## src/rtl/cfg_lutn_pipe.sv

```systemverilog
// N-input look-up table with a serially reloadable truth table and an optional
// output pipeline; a small IDLE/LOAD/COMMIT FSM swaps the table atomically.
module cfg_lutn_pipe #(
  parameter int              N         = 3,
  parameter logic [2**N-1:0] INIT      = 8'hAB,
  parameter int              PIPE      = 1,
  parameter bit              MSB_FIRST = 1
) (
  input  logic         clk,
  input  logic         rst,
  input  logic [N-1:0] I,
  output logic         O,
  input  logic         cfg_valid,
  output logic         cfg_ready,
  input  logic         cfg_bit,
  input  logic         cfg_abort,
  output logic         cfg_busy,
  output logic         cfg_done,
  output logic [1:0]   cfg_state
);
  localparam int L = 2**N;
  localparam logic [N:0] LAST = (N+1)'(L-1);

  // Handshake: a bit is accepted on a rising edge where cfg_valid && cfg_ready
  // and cfg_abort is low; cfg_ready is low only during the one COMMIT cycle.
  typedef enum logic [1:0] {IDLE = 2'd0, LOAD = 2'd1, COMMIT = 2'd2} state_t;

  state_t       state, state_nx;
  logic [L-1:0] lut_q, shadow, shifted;
  logic [N:0]   count;
  logic         accept, raw;

  assign shifted   = MSB_FIRST ? {shadow[L-2:0], cfg_bit} : {cfg_bit, shadow[L-1:1]};
  assign raw       = lut_q[I];
  assign cfg_state = state;

  always_comb begin
    state_nx  = state;
    cfg_ready = (state != COMMIT);
    cfg_busy  = (state != IDLE);
    cfg_done  = (state == COMMIT) && !rst;
    accept    = cfg_valid && (state != COMMIT) && !cfg_abort;
    case (state)
      IDLE:   if (accept) state_nx = LOAD;
      LOAD: begin
        if (cfg_abort)                    state_nx = IDLE;
        else if (accept && count == LAST) state_nx = COMMIT;
      end
      COMMIT: state_nx = IDLE;
      default: state_nx = IDLE;
    endcase
  end

  always_ff @(posedge clk) begin
    if (rst) begin
      state  <= IDLE;
      lut_q  <= INIT;
      shadow <= '0;
      count  <= '0;
    end else begin
      state <= state_nx;
      if (state == COMMIT) begin
        lut_q <= shadow;
        count <= '0;
      end else if (cfg_abort) begin
        shadow <= '0;
        count  <= '0;
      end else if (accept) begin
        shadow <= shifted;
        count  <= (state == IDLE) ? (N+1)'(1) : count + (N+1)'(1);
      end
    end
  end

  generate
    if (PIPE == 0) begin : g_comb
      assign O = raw;
    end else begin : g_pipe
      logic [PIPE-1:0] stage;
      always_ff @(posedge clk) begin
        if (rst) begin
          stage <= '0;
        end else begin
          stage[0] <= raw;
          for (int k = 1; k < PIPE; k++) stage[k] <= stage[k-1];
        end
      end
      assign O = stage[PIPE-1];
    end
  endgenerate
endmodule

```

## config.mk

```make
export PLATFORM = sky130hd
export DESIGN_NAME = cfg_lutn_pipe
export DESIGN_NICKNAME = d
export VERILOG_FILES = /design/src/rtl/cfg_lutn_pipe.sv
export SDC_FILE = /design/constraint.sdc
export NUM_CORES = 1
export LEC_CHECK = 0
export CORE_UTILIZATION = 46
export DETAILED_ROUTE_END_ITERATION = 10
export PLACE_DENSITY = 0.72
export SYNTH_ARGS = -nofsm -noshare
export SYNTH_HDL_FRONTEND = slang
export SYNTH_SLANG_ARGS = --single-unit
```

## constraint.sdc

```tcl
create_clock -name clk -period 1.2 [get_ports clk]
set_input_delay 0.24 -clock clk [delete_from_list [all_inputs] [get_ports clk]]
set_output_delay 0.24 -clock clk [all_outputs]
set_load 0.01 [all_outputs]
```

==> results.cfg, run 1 <==
[die]
rows = 16
die_y_um = 47.9
start_util_pct = 49.4
io_pins = 14
coreArea_sq_mm = 0.00196
die_x_um = 47.9
die_area_sq_mm = 0.00229

[grt]
grt_usage_pct = 20.9
grt.overflow.total = 0
grt_pass1_vias = 765
grt_pass1_wl_um = 3220
antenna_found_initial = 0
grt_max_degree = 20

[cts]
cts_root_buf = clkbuf_4
cts_buffers = 3
cts_tree = done
clockBufferDepth = 2
h-tree-depth = 1
path_clk_slew_ns = 0.13
clock-sinks = 23
insertion_delay_ns = 0.31

[power]
powerDensity_mw_per_mm2 = 963
p_leak_nw = 0.512
p_clk_share_pct = 28.2
ir_worst_vdd_uv = 667
p_seq_share_pct = 61.7
p_int_w = 0.000967
power_w = 0.00126
switching_share_pct = 23.3
combinationalPowerShare_pct = 10.1
p_switching_w = 0.000294

[critical_path]
cp_top_family = flip-flops
crit-reg2reg-launch = cfg_state[1]$_SDFFE_PP0P_
cp.required_ns = 0.96
critPathSlowestCell = dfxtp_2
crit_fanout = 3
critPathCaptureType = primary output
path_cells = or2_2, buf_6
worstSetupStartpointType = flop
cp.arrival_ns = 1.08
worst-path-buf-inv = 1
worstSetupPathType = reg2out
cp-startpoint = cfg_state[0]$_SDFFE_PP0P_
max_stage_delay_ns = 0.37

[logic_synthesis]
synthArstFlopShare_pct = 0
synth_cell_type_count = 26
synth_edf_count = 0
synthCells = 116
syn_area_per_cell_sq_um = 8.35
yosys.area.top_type = dfxtp_1
synth_top_area_share_pct = 47.5
ys.warnings.count = 0
synth_most_common_cell = dfxtp_1
synth_top_flop_cell = dfxtp_1
syn_area_sq_um = 968
synth.area.top_cells = dfxtp_1 48%, a21oi_1 7.2%, nand2_1 6.2%
synth_nets = 125
ys_ff_latch = 23
yosysSeqAreaShare_pct = 47.5
yosys-top-cells-count = 23 x dfxtp_1, 16 x nand2_1, 14 x a21oi_1, 11 x o21ai_0, 10 x nand3_1

[drt]
vias = 924
finalWirelength_um = 2270
wl_per_cell_um = 13.2
antenna_left = 0
drc = 0
first_pass_iters = 4
drt_iter0_drc = 22
via_per_inst = 5.37

[flow_run]
drv_cap = 0

[sta]
setup_viol = 5
worst_pin_slew_ns = 0.268
rsz0062_at_grt = yes
worst_slack_ns = -0.122
fin_worst_skew_ns = 0.0123
setup_tns_ns = -0.432
hold_violations = 0
clock.fmax_mhz = 757
slew_viol_final = 0
hold_ws_ns = 0.434
timing.final.crit_share_pct = 110
slew_headroom_pct = 82.0
finalCriticalPeriod_ns = 1.32

[place]
hpwl_um = 1620
portBuffers = 13
gp_congestion = 0.707
placedCellCount = 166

[min_path]
hp-class = in2reg
hold_path.startpoint = I[1]

[layout]
antennaDiodeCount = 0
synthToLayoutAreaGrowth_pct = 35.3
utilization_pct = 66.8
fillers = 173
drive_above_1_share_pct = 31.0
regArea_sq_um = 465
fin_nets = 155
multi_input_area_sq_um = 503
stdcell_count = 172

[run_status]
violations = setup timing
outcome = finished, violations left
## cell type report
type                            instances  area share, %
Tap cell                               27           2.58
Clock buffer                            3           1.72
Multi-Input combinational cell         83           38.4
Timing Repair Buffer                   32           20.5
Clock inverter                          1          0.382
Sequential cell                        23           35.5
Inverter                                3          0.860
## worst paths after layout
path	endpoint	slack (ns)	cells after the start
worst max register to register	count[2]$_SDFFE_PP0P_	-0.10	4
worst min register to register	lut_q[4]$_SDFFE_PP0P_	0.47	2
worst max-delay path	cfg_busy	-0.12	2
worst min-delay path	O$_SDFF_PP0_	0.43	3
## stage by stage
step / worst slack [ns] / area, sq um
5_1_grt: -0.181 / 1310
6_report: -0.122 / 1310
3_3_place_gp: -0.357 / 1230
2_1_floorplan: -0.0110 / 978
4_1_cts: -0.121 / 1260
3_5_place_dp: -0.388 / 1230
## worst min-delay path, cell delays in order
cell,delay [ns]
dlygate4sd2_1,0.25
buf_4,0.13
a311oi_1,0.08
## routing by layer
| metal | up-vias | global-route usage, % | share of wire, % |
|---|---|---|---|
| li1 | 462 | - | - |
| met1 | 432 | 25.3 | 45 |
| met2 | 28 | 35.7 | 50 |
| met3 | 2 | 3.40 | 4.6 |
| met4 | 0 | 10.0 | 0.53 |
| met5 | - | 0 | 0 |
## flip-flops by register name, indices dropped and copies added, names as in the netlist
| register | flops |
|---|---|
| O | 1 |
| lut_q | 8 |
| count | 4 |
| cfg_state | 2 |
| shadow | 8 |
## kinds of logic (layout without fill, tap and decap cells)
family	count (synthesis)	in the layout	synth area share, %
simple gates	48	48	24.5
flops	23	23	47.5
buf+inv	10	39	4.65
mux	3	3	4.39
compound gates	31	31	17.6
fa+ha+maj	1	1	1.29
## layout by cell type, fill, tap and decap left out, drive strengths merged
cell type / count
nand2: 16
clkdlybuf4s50: 6
o31ai: 2
o211ai: 1
nand3b: 5
ha: 1
buf: 24
dlygate4sd2: 1
inv: 3
mux4: 1
o21ai: 11
clkbuf: 4
dfxtp: 23
nand2b: 1
a311oi: 1
a21o: 1
and2: 1
or2: 1
nor2: 8
mux2i: 2
nand4: 1
nor3: 1
or4: 2
nor2b: 2
nand3: 10
clkinv: 1
a31oi: 1
a21oi: 14
## power by group through the flow
stage               clock, W  combinational (W)  sequential (W)
floorplan                  0          0.0000408        0.000795
CTS                 0.000361           0.000119        0.000777
finish              0.000355           0.000128        0.000778
global placement           0           0.000115        0.000793
detailed placement         0           0.000118        0.000794
global route        0.000403           0.000136        0.000779
## timing repair
action | CTS | global route
pin swaps | 1 | 3
gates resized for setup | 28 | 13
hold buffers | 0 | 0
endpoints found under the setup margin | 16 | 12
setup buffers | 1 | 1
No activity file was read; power rests on OpenSTA's default activity.
==> run 2, diff against run 1 <==
CORE_UTILIZATION = 55   (was 46)
PLACE_DENSITY = 0.81   (was 0.72)
clock period = 1.7 ns   (was 1.2 ns; I/O delays follow)
==> results.cfg, run 2 (synthesized netlist as in run 1, its figures left out) <==
[run_status]
outcome = finished, violations left
violations = DRC

[power]
power_w = 0.000885
p_int_w = 0.000676
powerDensity_mw_per_mm2 = 742
combinationalPowerShare_pct = 9.0
switching_share_pct = 23.6
ir_worst_vdd_uv = 558
p_switching_w = 0.000209
p_seq_share_pct = 61.9
p_clk_share_pct = 29.1
p_leak_nw = 0.474

[layout]
antennaDiodeCount = 0
final_cell_area_sq_mm = 0.00119
final_common_cell = dfxtp_1
synthToLayoutAreaGrowth_pct = 23.1
mostFrequentLayoutCells = 21 x dfxtp_1, 16 x nand2_1, 14 x a21oi_1, 11 x o21ai_0
multi_input_area_sq_um = 465
regArea_sq_um = 463
fillers = 128
drive_above_1_share_pct = 14.7
stdcell_count = 152
top_regs = lut_q (8), shadow (8), count (4)
fin_nets = 146

[drt]
via_per_inst = 5.82
antenna_left = 0
finalWirelength_um = 2120
vias = 885
drc = 1
first_pass_iters = 9
drt_iter0_drc = 20
wl_per_cell_um = 13.9

[critical_path]
critPathCaptureType = primary output
endpoint = cfg_busy
crit_cells = 3
cp-startpoint = cfg_state[0]$_SDFFE_PP0P_
reg2reg_setup_slack_ns = 0.29
crit_fanout = 6
cp.arrival_ns = 1.30
path_cells = buf_4, or2_2, clkdlybuf4s15_1
r2r_cells = 4
crit-reg2reg-launch = cfg_state[1]$_SDFFE_PP0P_
r2r_end = count[3]$_SDFFE_PP0P_
critPathSlowestCell = dfxtp_2
cp_top_family = buffers and inverters
worstSetupStartpointType = flop
worstSetupPathType = reg2out
max_stage_delay_ns = 0.35
worst-path-buf-inv = 2
cp.required_ns = 1.36

[die]
die_area_sq_mm = 0.00193
rows = 14
start_util_pct = 61.4
io_pins = 14
coreArea_sq_mm = 0.00158
die_x_um = 44.0
die_y_um = 44.0

[flow_run]
drv_cap = 0

[sta]
worst_slack_ns = 0.0586
setup_viol = 0
slew_headroom_pct = 74.9
worst_pin_slew_ns = 0.372
setup_tns_ns = 0
hold_violations = 0
rsz0062_at_grt = no
clock.fmax_mhz = 609
fin_worst_skew_ns = 0.00387
slew_viol_final = 0
finalCriticalPeriod_ns = 1.64
timing.final.crit_share_pct = 96.6

[cts]
insertion_delay_ns = 0.32
clock-sinks = 23
clockBufferDepth = 2
path_clk_slew_ns = 0.13
cts_tree = done
h-tree-depth = 1
cts_hold_buf = 0
cts_buffers = 3
cts_root_buf = clkbuf_4
cts_post_setup_buffers_inserted = 0

[place]
place_area_sq_mm = 0.00116
gp_congestion = 0.843
post-place-ws_ns = -0.0424
portBuffers = 13
hpwl_um = 1470
placedCellCount = 148

[grt]
antenna_found_initial = 0
grt_pass1_wl_um = 3620
grt_pass1_vias = 852
grt_usage_pct = 26.1
grt.overflow.total = 0
grt_max_degree = 22

[min_path]
hp-class = reg2reg
## run 2: cell count changes in the layout (fill, tap and decap cells not counted), moves of 2 or more
| cell | previous run | this run |
|---|---|---|
| buf_4 | 15 | 10 |
| nor2_1 | 5 | 8 |
| nor2_2 | 3 | 0 |
| buf_2 | 3 | 0 |
| dfxtp_1 | 19 | 21 |
| dfxtp_2 | 4 | 2 |
| buf_6 | 6 | 0 |
| clkdlybuf4s50_1 | 6 | 9 |
## run 2: power groups by stage
| stage | sequential (W) | combinational, W | clock (W) |
|---|---|---|---|
| global placement | 0.000559 | 0.0000773 | 0 |
| global route | 0.000549 | 0.0000864 | 0.000274 |
| finish | 0.000548 | 0.0000796 | 0.000258 |
| detailed placement | 0.000559 | 0.0000790 | 0 |
| floorplan | 0.000561 | 0.0000285 | 0 |
| CTS | 0.000548 | 0.0000793 | 0.000263 |
## run 2: per-layer routing
metal | part of all wire (%) | vias to the layer above | track usage [%] | routed length, um
li1 | - | 447 | - | -
met1 | 44 | 399 | 33.2 | 928
met2 | 49 | 34 | 43.6 | 1030
met3 | 5.2 | 5 | 2.50 | 109
met4 | 2.1 | 0 | 14.5 | 45
met5 | 0 | - | 0 | 0
## run 2: metrics by stage
stage | hold slack (ns) | utilization (%)
6_report | 0.466 | 75.6
5_1_grt | 0.484 | 75.6
4_1_cts | 0.466 | 75.4
3_5_place_dp | 0.448 | 73.6
3_3_place_gp | 0.442 | 73.6
2_1_floorplan | 0.431 | -
## run 2: layout make-up
cell class	instances	share of cell area [%]
clock inverters	1	0.420
inverters	3	0.944
well taps	16	1.68
flip-flops and latches	23	38.8
multi-input cells	83	39.0
clock buffers	3	1.89
repair buffers	23	17.2
## run 2: repair_timing
action,in CTS,in global routing
setup endpoints to repair,3,2
hold endpoints to repair,0,0
cloned,0,0
resized for setup,6,2
## run 2: worst min-delay path by stage
stage          depth (start not counted)                    end  slack [ns]                   start
3_5_place_dp                           2  lut_q[2]$_SDFFE_PP0P_        0.45   lut_q[2]$_SDFFE_PP0P_
2_1_floorplan                          2  lut_q[7]$_SDFFE_PP1P_        0.43  shadow[7]$_SDFFE_PP0P_
6_report                               2  lut_q[2]$_SDFFE_PP0P_        0.47   lut_q[2]$_SDFFE_PP0P_
5_1_grt                                2  lut_q[4]$_SDFFE_PP0P_        0.48   lut_q[4]$_SDFFE_PP0P_
3_3_place_gp                           2  lut_q[7]$_SDFFE_PP1P_        0.44  shadow[7]$_SDFFE_PP0P_
4_1_cts                                2  lut_q[2]$_SDFFE_PP0P_        0.47   lut_q[2]$_SDFFE_PP0P_
## run 2: worst min-delay path: stages (launching register included)
cell and delay, ns:
dfxtp_1 0.33, nand2_1 0.05, a21oi_1 0.05
